===== config.mk =====
export PLATFORM = sky130hd
export DESIGN_NAME = screen_ram_ctrl_flat
export DESIGN_NICKNAME = d
export VERILOG_FILES = /design/src/rtl/screen_ram_ctrl_if.sv /design/src/rtl/screen_ram_ctrl.sv /design/src/flat_wrapper.sv
export SDC_FILE = /design/constraint.sdc
export NUM_CORES = 1
export LEC_CHECK = 0
export ABC_AREA = 0
export CAP_MARGIN = 20
export CORE_MARGIN = 1.5
export CORE_UTILIZATION = 45
export CTS_CLUSTER_DIAMETER = 80
export DETAILED_ROUTE_END_ITERATION = 8
export DONT_BUFFER_PORTS = 1
export PLACE_DENSITY = 0.63
export SKIP_LAST_GASP = 1
export SLEW_MARGIN = 20
export SYNTH_ARGS = -nofsm -noshare
export SYNTH_HDL_FRONTEND = slang
export SYNTH_SLANG_ARGS = --single-unit

===== constraint.sdc =====
create_clock -name clk -period 2.3 [get_ports clk]
set_clock_uncertainty 0.1 [all_clocks]
set_input_delay 0.23 -clock clk [delete_from_list [all_inputs] [get_ports clk]]
set_output_delay 0.23 -clock clk [all_outputs]
set_load 0.01 [all_outputs]

===== src/rtl/screen_ram_ctrl_if.sv =====
// screen_ram_ctrl_if: CPU write, command, VGA fetch and screen-RAM port signals of screen_ram_ctrl
interface screen_ram_ctrl_if #(parameter int ADDR_W = 12);
    logic              cpu_wr_en;
    logic [ADDR_W-1:0] cpu_addr;
    logic [7:0]        cpu_data;
    logic              cmd_valid;
    logic [1:0]        cmd_op;
    logic [7:0]        cmd_fill;
    logic              cmd_ready;
    logic              busy;
    logic              done;
    logic [ADDR_W-1:0] vga_rd_addr;
    logic              vga_blank;
    logic [ADDR_W-1:0] ram_rd_addr;
    logic [7:0]        ram_q;
    logic              ram_wr_en;
    logic [ADDR_W-1:0] ram_wr_addr;
    logic [7:0]        ram_wr_data;

    modport master (
        output cpu_wr_en, cpu_addr, cpu_data, cmd_valid, cmd_op, cmd_fill, vga_rd_addr, vga_blank, ram_q,
        input  cmd_ready, busy, done, ram_rd_addr, ram_wr_en, ram_wr_addr, ram_wr_data
    );

    modport slave (
        input  cpu_wr_en, cpu_addr, cpu_data, cmd_valid, cmd_op, cmd_fill, vga_rd_addr, vga_blank, ram_q,
        output cmd_ready, busy, done, ram_rd_addr, ram_wr_en, ram_wr_addr, ram_wr_data
    );
endinterface


===== src/rtl/screen_ram_ctrl.sv =====
// screen_ram_ctrl: screen RAM write/read arbiter with a CLEAR/SCROLL engine.
// SCROLL (SCR_* states, move_data) is built only when SCREEN_SCROLL_EN is defined.
module screen_ram_ctrl #(
    parameter int COLS   = 80,
    parameter int ROWS   = 30,
    parameter int ADDR_W = 12
) (
    input logic              clk,
    input logic              rst,
    screen_ram_ctrl_if.slave bus
);
    localparam logic [ADDR_W-1:0] LAST = ADDR_W'(ROWS * COLS - 1);
`ifdef SCREEN_SCROLL_EN
    localparam logic [ADDR_W-1:0] COPY_LAST = ADDR_W'((ROWS - 1) * COLS - 1);
    typedef enum logic [2:0] {IDLE, CLR, SCR_RD, SCR_LAT, SCR_WR, SCR_FILL, DONE} state_t;
    logic [7:0] move_data;
`else
    typedef enum logic [1:0] {IDLE, CLR, DONE} state_t;
    logic unused_ok;
    assign unused_ok = ^{bus.ram_q, bus.vga_blank};
`endif
    state_t            state, state_nx;
    logic [ADDR_W-1:0] cnt;
    logic [7:0]        fill, eng_data;
    logic              accept, eng_req, eng_we;

    assign accept = bus.cmd_valid && state == IDLE;

    always_ff @(posedge clk)
        state <= rst ? IDLE : state_nx;

    always_comb begin
        state_nx = state;
        case (state)
            IDLE: begin
                if (bus.cmd_valid) state_nx = bus.cmd_op == 2'b01 ? CLR : DONE;
`ifdef SCREEN_SCROLL_EN
                if (bus.cmd_valid && bus.cmd_op == 2'b10) state_nx = SCR_RD;
`endif
            end
            CLR: if (eng_we && cnt == LAST) state_nx = DONE;
`ifdef SCREEN_SCROLL_EN
            SCR_RD: if (bus.vga_blank) state_nx = SCR_LAT;
            // a CPU write in SCR_LAT or SCR_WR parks the copied character in move_data
            SCR_LAT, SCR_WR: state_nx = bus.cpu_wr_en ? SCR_WR : cnt == COPY_LAST ? SCR_FILL : SCR_RD;
            SCR_FILL: if (eng_we && cnt == LAST) state_nx = DONE;
`endif
            DONE: state_nx = IDLE;
            default: state_nx = IDLE;
        endcase
    end

    always_comb begin
`ifdef SCREEN_SCROLL_EN
        eng_req = state == CLR || state == SCR_LAT || state == SCR_WR || state == SCR_FILL;
        eng_data = state == SCR_LAT ? bus.ram_q : state == SCR_WR ? move_data : fill;
        bus.ram_rd_addr = state == SCR_RD && bus.vga_blank ? cnt + ADDR_W'(COLS) : bus.vga_rd_addr;
`else
        eng_req = state == CLR;
        eng_data = fill;
        bus.ram_rd_addr = bus.vga_rd_addr;
`endif
        eng_we = eng_req && !bus.cpu_wr_en;
        bus.ram_wr_en = bus.cpu_wr_en || eng_req;
        bus.ram_wr_addr = bus.cpu_wr_en ? bus.cpu_addr : eng_req ? cnt : '0;
        bus.ram_wr_data = bus.cpu_wr_en ? bus.cpu_data : eng_req ? eng_data : '0;
        bus.cmd_ready = state == IDLE;
        bus.busy = state != IDLE && state != DONE;
        bus.done = state == DONE;
    end

    // one counter serves as CLEAR address, scroll destination and then fill address
    always_ff @(posedge clk) begin
        if (rst) begin
            cnt  <= '0;
            fill <= '0;
        end else if (accept) begin
            cnt  <= '0;
            fill <= bus.cmd_fill;
        end else if (eng_we) begin
            cnt  <= cnt + ADDR_W'(1);
        end
    end

`ifdef SCREEN_SCROLL_EN
    always_ff @(posedge clk)
        move_data <= rst ? '0 : state == SCR_LAT ? bus.ram_q : move_data;
`endif
endmodule

===== src/flat_wrapper.sv =====
// flat-port wrapper written by rule: the top's interface ports become plain ports
module screen_ram_ctrl_flat 
#(
    parameter int COLS   = 80,
    parameter int ROWS   = 30,
    parameter int ADDR_W = 12
)
  (clk, rst, bus_cpu_wr_en, bus_cpu_addr, bus_cpu_data, bus_cmd_valid, bus_cmd_op, bus_cmd_fill, bus_vga_rd_addr, bus_vga_blank, bus_ram_q, bus_cmd_ready, bus_busy, bus_done, bus_ram_rd_addr, bus_ram_wr_en, bus_ram_wr_addr, bus_ram_wr_data);
  screen_ram_ctrl_if #(.ADDR_W(ADDR_W)) bus_i ();
  input logic clk;
  input logic rst;
  input wire logic [$bits(bus_i.cpu_wr_en)-1:0] bus_cpu_wr_en;
  input wire logic [$bits(bus_i.cpu_addr)-1:0] bus_cpu_addr;
  input wire logic [$bits(bus_i.cpu_data)-1:0] bus_cpu_data;
  input wire logic [$bits(bus_i.cmd_valid)-1:0] bus_cmd_valid;
  input wire logic [$bits(bus_i.cmd_op)-1:0] bus_cmd_op;
  input wire logic [$bits(bus_i.cmd_fill)-1:0] bus_cmd_fill;
  input wire logic [$bits(bus_i.vga_rd_addr)-1:0] bus_vga_rd_addr;
  input wire logic [$bits(bus_i.vga_blank)-1:0] bus_vga_blank;
  input wire logic [$bits(bus_i.ram_q)-1:0] bus_ram_q;
  output wire logic [$bits(bus_i.cmd_ready)-1:0] bus_cmd_ready;
  output wire logic [$bits(bus_i.busy)-1:0] bus_busy;
  output wire logic [$bits(bus_i.done)-1:0] bus_done;
  output wire logic [$bits(bus_i.ram_rd_addr)-1:0] bus_ram_rd_addr;
  output wire logic [$bits(bus_i.ram_wr_en)-1:0] bus_ram_wr_en;
  output wire logic [$bits(bus_i.ram_wr_addr)-1:0] bus_ram_wr_addr;
  output wire logic [$bits(bus_i.ram_wr_data)-1:0] bus_ram_wr_data;
  assign bus_i.cpu_wr_en = bus_cpu_wr_en;
  assign bus_i.cpu_addr = bus_cpu_addr;
  assign bus_i.cpu_data = bus_cpu_data;
  assign bus_i.cmd_valid = bus_cmd_valid;
  assign bus_i.cmd_op = bus_cmd_op;
  assign bus_i.cmd_fill = bus_cmd_fill;
  assign bus_i.vga_rd_addr = bus_vga_rd_addr;
  assign bus_i.vga_blank = bus_vga_blank;
  assign bus_i.ram_q = bus_ram_q;
  assign bus_cmd_ready = bus_i.cmd_ready;
  assign bus_busy = bus_i.busy;
  assign bus_done = bus_i.done;
  assign bus_ram_rd_addr = bus_i.ram_rd_addr;
  assign bus_ram_wr_en = bus_i.ram_wr_en;
  assign bus_ram_wr_addr = bus_i.ram_wr_addr;
  assign bus_ram_wr_data = bus_i.ram_wr_data;
  screen_ram_ctrl #(.COLS(COLS), .ROWS(ROWS), .ADDR_W(ADDR_W)) u_core (.clk(clk), .rst(rst), .bus(bus_i));
endmodule

# Yosys cells after proc, flatten, opt, wreduce, memory -nomap -nowiden
# Index checks and enable logic that the tools add are counted.
# word_totals
register_bits,22
in_bits,55
output_inout_bits,36
elab_cells,29
# op_classes
add_sub_neg,1
eq_ne,7
n_mux,8
n_reduce_logical,10
# ops
cell,count
$mux 12,2
$mux 8,2
$add 12x1->12 const B,1
$eq 12x12->1 const B,1
$mux 2,3
$ne 2x2->1 const B,3
$eq 2x1->1 const B,2
$logic_and 1x1->1,4
$pmux 2 s2,1
$eq 2x2->1 const B,1
$logic_not 2->1,1
$reduce_and 2->1,1
$reduce_bool 2->1,1
$reduce_or 2->1,1
$logic_not 1->1,1
$logic_or 1x1->1,1

# Depth between registers and ports, before layout
# Gate-level depths: netlist of the first run.
# depth
ltp_word,5
mapped_depth,6
depth_no_buf,4

# Worst setup path after synthesis of the first run
# Ideal clock, no wire load.
# synth_timing
kind,register -> output
startpoint,register u_core.state[0]
endpoint,output port bus_ram_wr_addr[0]
arrival_ps,1582
required_time_ps,1970
setup_slack_ps,388
path_stages_with_launch,7
n_path_buf,3
path_cell_list,dfxtp_1 -> clkbuf_1 -> nor2b_1 -> buf_2 -> buf_1 -> nand2_1 -> o21ai_0
# synth_between
elab_chain_len,3
# synth_rtl
item,line,rtl
start: declaration,screen_ram_ctrl.sv:22,"state_t state, state_nx;"
start signal: assignment,screen_ram_ctrl.sv:30,state <= rst ? IDLE : state_nx;
$eq 2x1->1,screen_ram_ctrl.sv:59,eng_req = state == CLR;
$mux 12 (2 in a row),screen_ram_ctrl.sv:65,bus.ram_wr_addr = bus.cpu_wr_en ? bus.cpu_addr : eng_req ? cnt : '0;
end: declaration,flat_wrapper.sv:26,output wire logic [$bits(bus_i.ram_wr_addr)-1:0] bus_ram_wr_addr;
# No other way between the ends.

# Worst setup path after layout of the first run
# layout_timing
startpoint,register u_core.state[0]
endpoint,register u_core.fill[3] (netlist: u_core.eng_data[3])
# layout_between
elab_chain_len,2
# layout_rtl
item,line,rtl
$logic_not 2->1,screen_ram_ctrl.sv:27,assign accept = bus.cmd_valid && state == IDLE;
$logic_and 1x1->1,screen_ram_ctrl.sv:27,
end signal: assignment,screen_ram_ctrl.sv:79,fill <= bus.cmd_fill;
end: declaration,screen_ram_ctrl.sv:24,"logic [7:0] fill, eng_data;"
# No other way between the ends.
# A chain may end at the register's enable or synchronous reset.

==> results of run 1 <==
==> power breakdown <==
group / leakage (nW) / total [mW] / internal, mW / switching (mW)
clock network: 0.0138 / 0.176 / 0.0611 / 0.115
registers: 0.179 / 0.403 / 0.393 / 0.00940
logic: 0.365 / 0.137 / 0.0653 / 0.0719
total: 0.558 / 0.715 / 0.520 / 0.196
==> path summary, 6_finish.rpt <==
check | slack, ps | cells after the start | end | start
worst max-delay path | 230 | 5 | u_core.eng_data[3]$_SDFFE_PP0P_ | u_core.state[0]$_SDFFE_PP0P_
worst min-delay path | 20 | 3 | u_core.cnt[1]$_SDFFE_PP0P_ | bus_cpu_wr_en
worst max register to register | 230 | 5 | u_core.eng_data[3]$_SDFFE_PP0P_ | u_core.state[0]$_SDFFE_PP0P_
worst min register to register | 360 | 2 | u_core.eng_data[4]$_SDFFE_PP0P_ | u_core.eng_data[4]$_SDFFE_PP0P_
==> routing by layer <==
| layer | GRT usage | vias to the layer above |
|---|---|---|
| li1 | - | 691 |
| met1 | 0.274 | 614 |
| met2 | 0.303 | 58 |
| met3 | 0.0264 | 12 |
| met4 | 0.0844 | 0 |
| met5 | 0 | - |
==> worst reg2reg max path, cell delays in order (launching register included) <==
cell           delay [ps]
dfxtp_1               330
buf_4                 180
or3b_1                570
nand2_1               140
a21oi_1                60
dlygate4sd3_1         570
==> sequential cells by signal (all words and copies together), names as in the netlist <==
| name | flops |
|---|---|
| u_core.cnt | 12 |
| u_core.eng_data | 8 |
| u_core.state | 2 |
==> cell usage in the layout, fill, tap and decap left out, drive strengths merged, types with 3 or more instances in the layout <==
master and instances:
nand2 59, buf 23, dfxtp 22, o21ai 21
a21oi 15, dlygate4sd3 10, nand3 6, o31ai 5
nor3 5, or3 5, or4 4, nor2 3
inv 3, nand2b 3, mux2i 3, clkbuf 3
==> timing repair <==
action	CTS	global route
endpoints found under the setup margin	0	0
hold buffers	10	0
setup buffers	0	0
endpoints found under the hold margin	13	0
==> cells by family (layout without fill, tap and decap cells) <==
| kind of cell | after synthesis | in the layout | synth area share |
|---|---|---|---|
| and+or+nand+nor | 98 | 98 | 0.340 |
| AOI/OAI and AO/OA | 43 | 43 | 0.182 |
| buffers and inverters | 29 | 39 | 0.112 |
| DFF | 22 | 22 | 0.315 |
| muxes | 4 | 4 | 0.0296 |
| xor gates and xnor gates | 2 | 2 | 0.0125 |
| adders and majority gates | 1 | 1 | 0.00896 |
==> area by class of cell <==
| cell class | instances | share of cell area |
|---|---|---|
| multi-input combinational | 148 | 0.504 |
| tap | 33 | 0.0260 |
| timing repair buffer | 33 | 0.172 |
| inverter | 3 | 0.00709 |
| clock buffer | 3 | 0.0142 |
| sequential | 22 | 0.277 |
==> cells in the mapped netlist, types with 2 or more instances <==
master,instances,area share
o31ai_1,5,0.027
nand4b_1,2,0.013
nor3_1,5,0.018
nor3b_1,2,0.011
dfxtp_1,22,0.32
buf_4,12,0.065
or3_1,4,0.018
nand2_1,59,0.16
o21ai_0,21,0.075
nor2b_1,2,0.0090
nor2_1,3,0.0081
nand3_1,6,0.022
nor4_1,2,0.0090
or4_1,3,0.016
buf_2,2,0.0072
mux2i_1,3,0.022
clkbuf_1,11,0.030
a21oi_1,15,0.054
inv_1,3,0.0081
nand2b_1,3,0.013
==> metrics by stage <==
step | instance area [sq um] | setup slack (ps)
after floorplan | 1400 | 388
after global placement | 1470 | 398
after detailed placement | 1470 | 378
after CTS | 1590 | 232
after global routing | 1590 | 145
final | 1590 | 228
==> metrics.txt, run 1 <==
Final min period 2070 ps; hpwl dp 2.32 mm; CTS Sinks 22; CTS clk-pin slew, worst paths 120 ps; row count 20; status completed; critical path buffer and inverter count 2; Port Buf Inserts 0; Residual DRC 0; Setup TNS Final 0 ps; # nets final 267; layout cells sized above 1 0.144; required time of the critical path 2400 ps; initial DRC count 78; register area share after synthesis 0.315; highest metal used met4; first-pass GRT wire length 5.24 mm; count of state elements after synthesis 22; H-tree levels 1; critical path's slowest cell or3b_1; vias in the first global route 1140; CTS Buf Count 3; Max Fclk 483 MHz; Synth Warn # 0; fin crit share 0.901; core footprint 3000 sq um; Mapped Nets 255; vias 1375; DR pass1 iterations 4; pin count of the biggest net entering global routing 48; diode count 0; Die X 58.7 um; worst vdd ir 222 uV; GRT Util Overall 0.196; Fillers 323; CP peak stage delay 570 ps; Mapped Cells 199; Cell Pwr Density 451 nW/um^2; IO Count 91; routed length on met1 1.45 mm; syn_area_per_cell 7.02 sq um; Critical Path AT 2170 ps; total grt overflow 0; Async SR Flop Fraction 0; Top FF cell, synth dfxtp_1; hold slack 18.7 ps; post-layout util 0.529; area of the multi-input gates 800 sq um; Pwr Total 715 uW; Final ANT Viol Nets 0; Synth Cell Area 1400 sq um; met2 WL post-DR 1.58 mm; die area 3450 sq um; clk root buf clkbuf_4; Final GP Congestion 0.830; Final Setup Violations 0; WL final 3.34 mm; Hold Vio Cnt, Final 0; CTS max path bufs 2; kind of critical path flip-flop to flip-flop; synth unique cells 34; CP Launch Type flip-flop; clk_lat worst skew 310 ps; slew margin rel. 0.635; Finished Layout Cells 242; Initial Util 0.465; post-CTS sizing 0; initial antenna violation count 0; Least-Margin Pin Slew 546 ps; WL met3 250 um; Via density 5.68; drt wl/cell 13.8 um; MaxCap Viol Count 0; crit-path cells buf_4, or3b_1, nand2_1, a21oi_1, dlygate4sd3_1; Hold WC Path Type input pin to flip-flop; family with the most delay on the worst path buffers and inverters; Post-synth EDFFs 0; layout overhead on the synthesized area 13.7%; RSZ-0062 raised after global routing false; Inst Count DP 229; Pleak 0.558 nW; crit path capture type flip-flop; Slew Limit Fails 0; CTS tree yes; Critical Path Fanout Max 13; die height 58.7 um; register area 440 sq um
No activity file was read; power rests on OpenSTA's default activity.
==> run 2: changes to the inputs <==
Settings changed: REMOVE_ABC_BUFFERS set to 1.
==> run 2 against run 1 <==
Against the previous run: sequential share of layout area fell by 0.18 points; core utilization rose by 0.50 points; count of clock-buffer cells in the layout rose by 1; hold slack improved by 2.2 ps; sequential power barely moved; setup slack improved by 56 ps; first-iteration DRC count fell by 56%; register-to-register slack improved by 60 ps; critical endpoint is now u_core.eng_data[7]$_SDFFE_PP0P_; largest cell class unchanged.
==> metrics.txt, run 2 (synthesis gave the netlist of run 1 again) <==
status completed; slew margin rel. 0.635; Final Cell Area 1600 sq um; Residual DRC 0; layout cells sized above 1 0.152; CTS clk-pin slew, worst paths 120 ps; required time of the critical path 2410 ps; post-layout util 0.534; Final ANT Viol Nets 0; vias in the first global route 1213; Hold Vio Cnt, Final 0; WL final 3.45 mm; register area 442 sq um; Fillers 291; core footprint 3000 sq um; Final Setup Violations 0; MaxCap Viol Count 0; GRT Util Overall 0.204; Worst R2R Setup Slack 280 ps; Final min period 2020 ps; Die X 58.7 um; die area 3450 sq um; Worst Hold Path EP u_core.cnt[3]$_SDFFE_PP0P_; IO Count 91; Port Buf Inserts 0; Critical Path Fanout Max 13; commonest non-fill, non-tap cell in the layout nand2_1; CTS tree yes; clk root buf clkbuf_4; dpl ws 356 ps; vias 1375; worst setup margin 285 ps; Setup TNS Final 0 ps; crit path capture type flip-flop; first-pass GRT wire length 5.43 mm; Critical Path AT 2130 ps; CP Launch Type flip-flop; fin crit share 0.876; Reg2Reg Depth 4; initial antenna violation count 0; Least-Margin Pin Slew 546 ps; die height 58.7 um; total grt overflow 0; Hold Path Origin bus_cpu_wr_en; Max Fclk 496 MHz; Via density 5.66; pin count of the biggest net entering global routing 48; Hold WC Path Type input pin to flip-flop; Initial Util 0.465; H-tree levels 1; kind of critical path flip-flop to flip-flop; # nets final 267; CTS max path bufs 2; Slew Limit Fails 0; most frequent cells in the layout 59 x nand2_1, 23 x buf_4, 21 x o21ai_0, 21 x dfxtp_1, 15 x a21oi_1; number of flip-flops in the largest register 12; hold slack 20.9 ps; Cell Pwr Density 470 nW/um^2; Finished Layout Cells 243; worst r2r src u_core.state[1]$_SDFFE_PP0P_; RSZ-0062 raised after global routing false; diode count 0; CTS Sinks 22; hpwl dp 2.40 mm; clk_lat worst skew 310 ps; Pleak 0.566 nW; Pwr Total 754 uW; Hold Crit Depth 2; Critical R2R Capture u_core.eng_data[7]$_SDFFE_PP0P_; Biggest register u_core.cnt; row count 20; worst vdd ir 305 uV; Final GP Congestion 0.805; CTS Buf Count 3; layout overhead on the synthesized area 14.8%; Inst Count DP 229; area of the multi-input gates 800 sq um; DR pass1 iterations 6; dpl cell area 1470 sq um; drt wl/cell 14.2 um; initial DRC count 34
run 2: cell count changes in the layout (fill, tap and decap cells not counted):
cell / delta
dfxtp_2: +1
dfxtp_1: -1
clkbuf_8: +1
run 2: worst max-delay path by stage:
stage,depth (start not counted),end,start,slack [ps]
2_1_floorplan,3,bus_ram_wr_addr[0],u_core.state[0]$_SDFFE_PP0P_,300
4_1_cts,5,bus_ram_wr_data[7],u_core.state[0]$_SDFFE_PP0P_,150
3_3_place_gp,3,u_core.state[1]$_SDFFE_PP0P_,u_core.cnt[7]$_SDFFE_PP0P_,400
6_report,4,u_core.eng_data[7]$_SDFFE_PP0P_,u_core.state[1]$_SDFFE_PP0P_,280
3_5_place_dp,3,u_core.state[1]$_SDFFE_PP0P_,u_core.cnt[7]$_SDFFE_PP0P_,360
5_1_grt,4,u_core.eng_data[7]$_SDFFE_PP0P_,u_core.state[1]$_SDFFE_PP0P_,170
run 2: repair_timing:
action	CTS	global route
hold endpoints to repair	13	0
buffers inserted	0	0
setup endpoints to repair	0	1
hold buffers	10	0
gates resized for setup	0	1
run 2: cell type report:
type                    count  area share
inverters                   3     0.00703
multi-input cells         148       0.499
repair buffers             33       0.170
flip-flops and latches     22       0.276
clock buffers               4      0.0226
well taps                  33      0.0258
run 2: critical path, stage by stage, from the launching register on:
cell and delay [ps]:
dfxtp_1 430, or3b_1 620, nand2_1 140, a21oi_1 70, dlygate4sd3_1 570
run 2: metal layers:
metal,part of all wire,track usage,wire length (um),up-vias
li1,-,-,-,694
met3,0.097,0.0703,334,5
met5,0,0.0476,0,-
met2,0.43,0.307,1490,68
met1,0.46,0.267,1580,608
met4,0.012,0.0747,40,0
run 2: report_power, final:
| group | switching, mW | total [mW] | internal [mW] |
|---|---|---|---|
| sequential | 0.0124 | 0.406 | 0.393 |
| clock | 0.118 | 0.215 | 0.0967 |
| combinational | 0.0682 | 0.133 | 0.0651 |
| total | 0.199 | 0.754 | 0.555 |
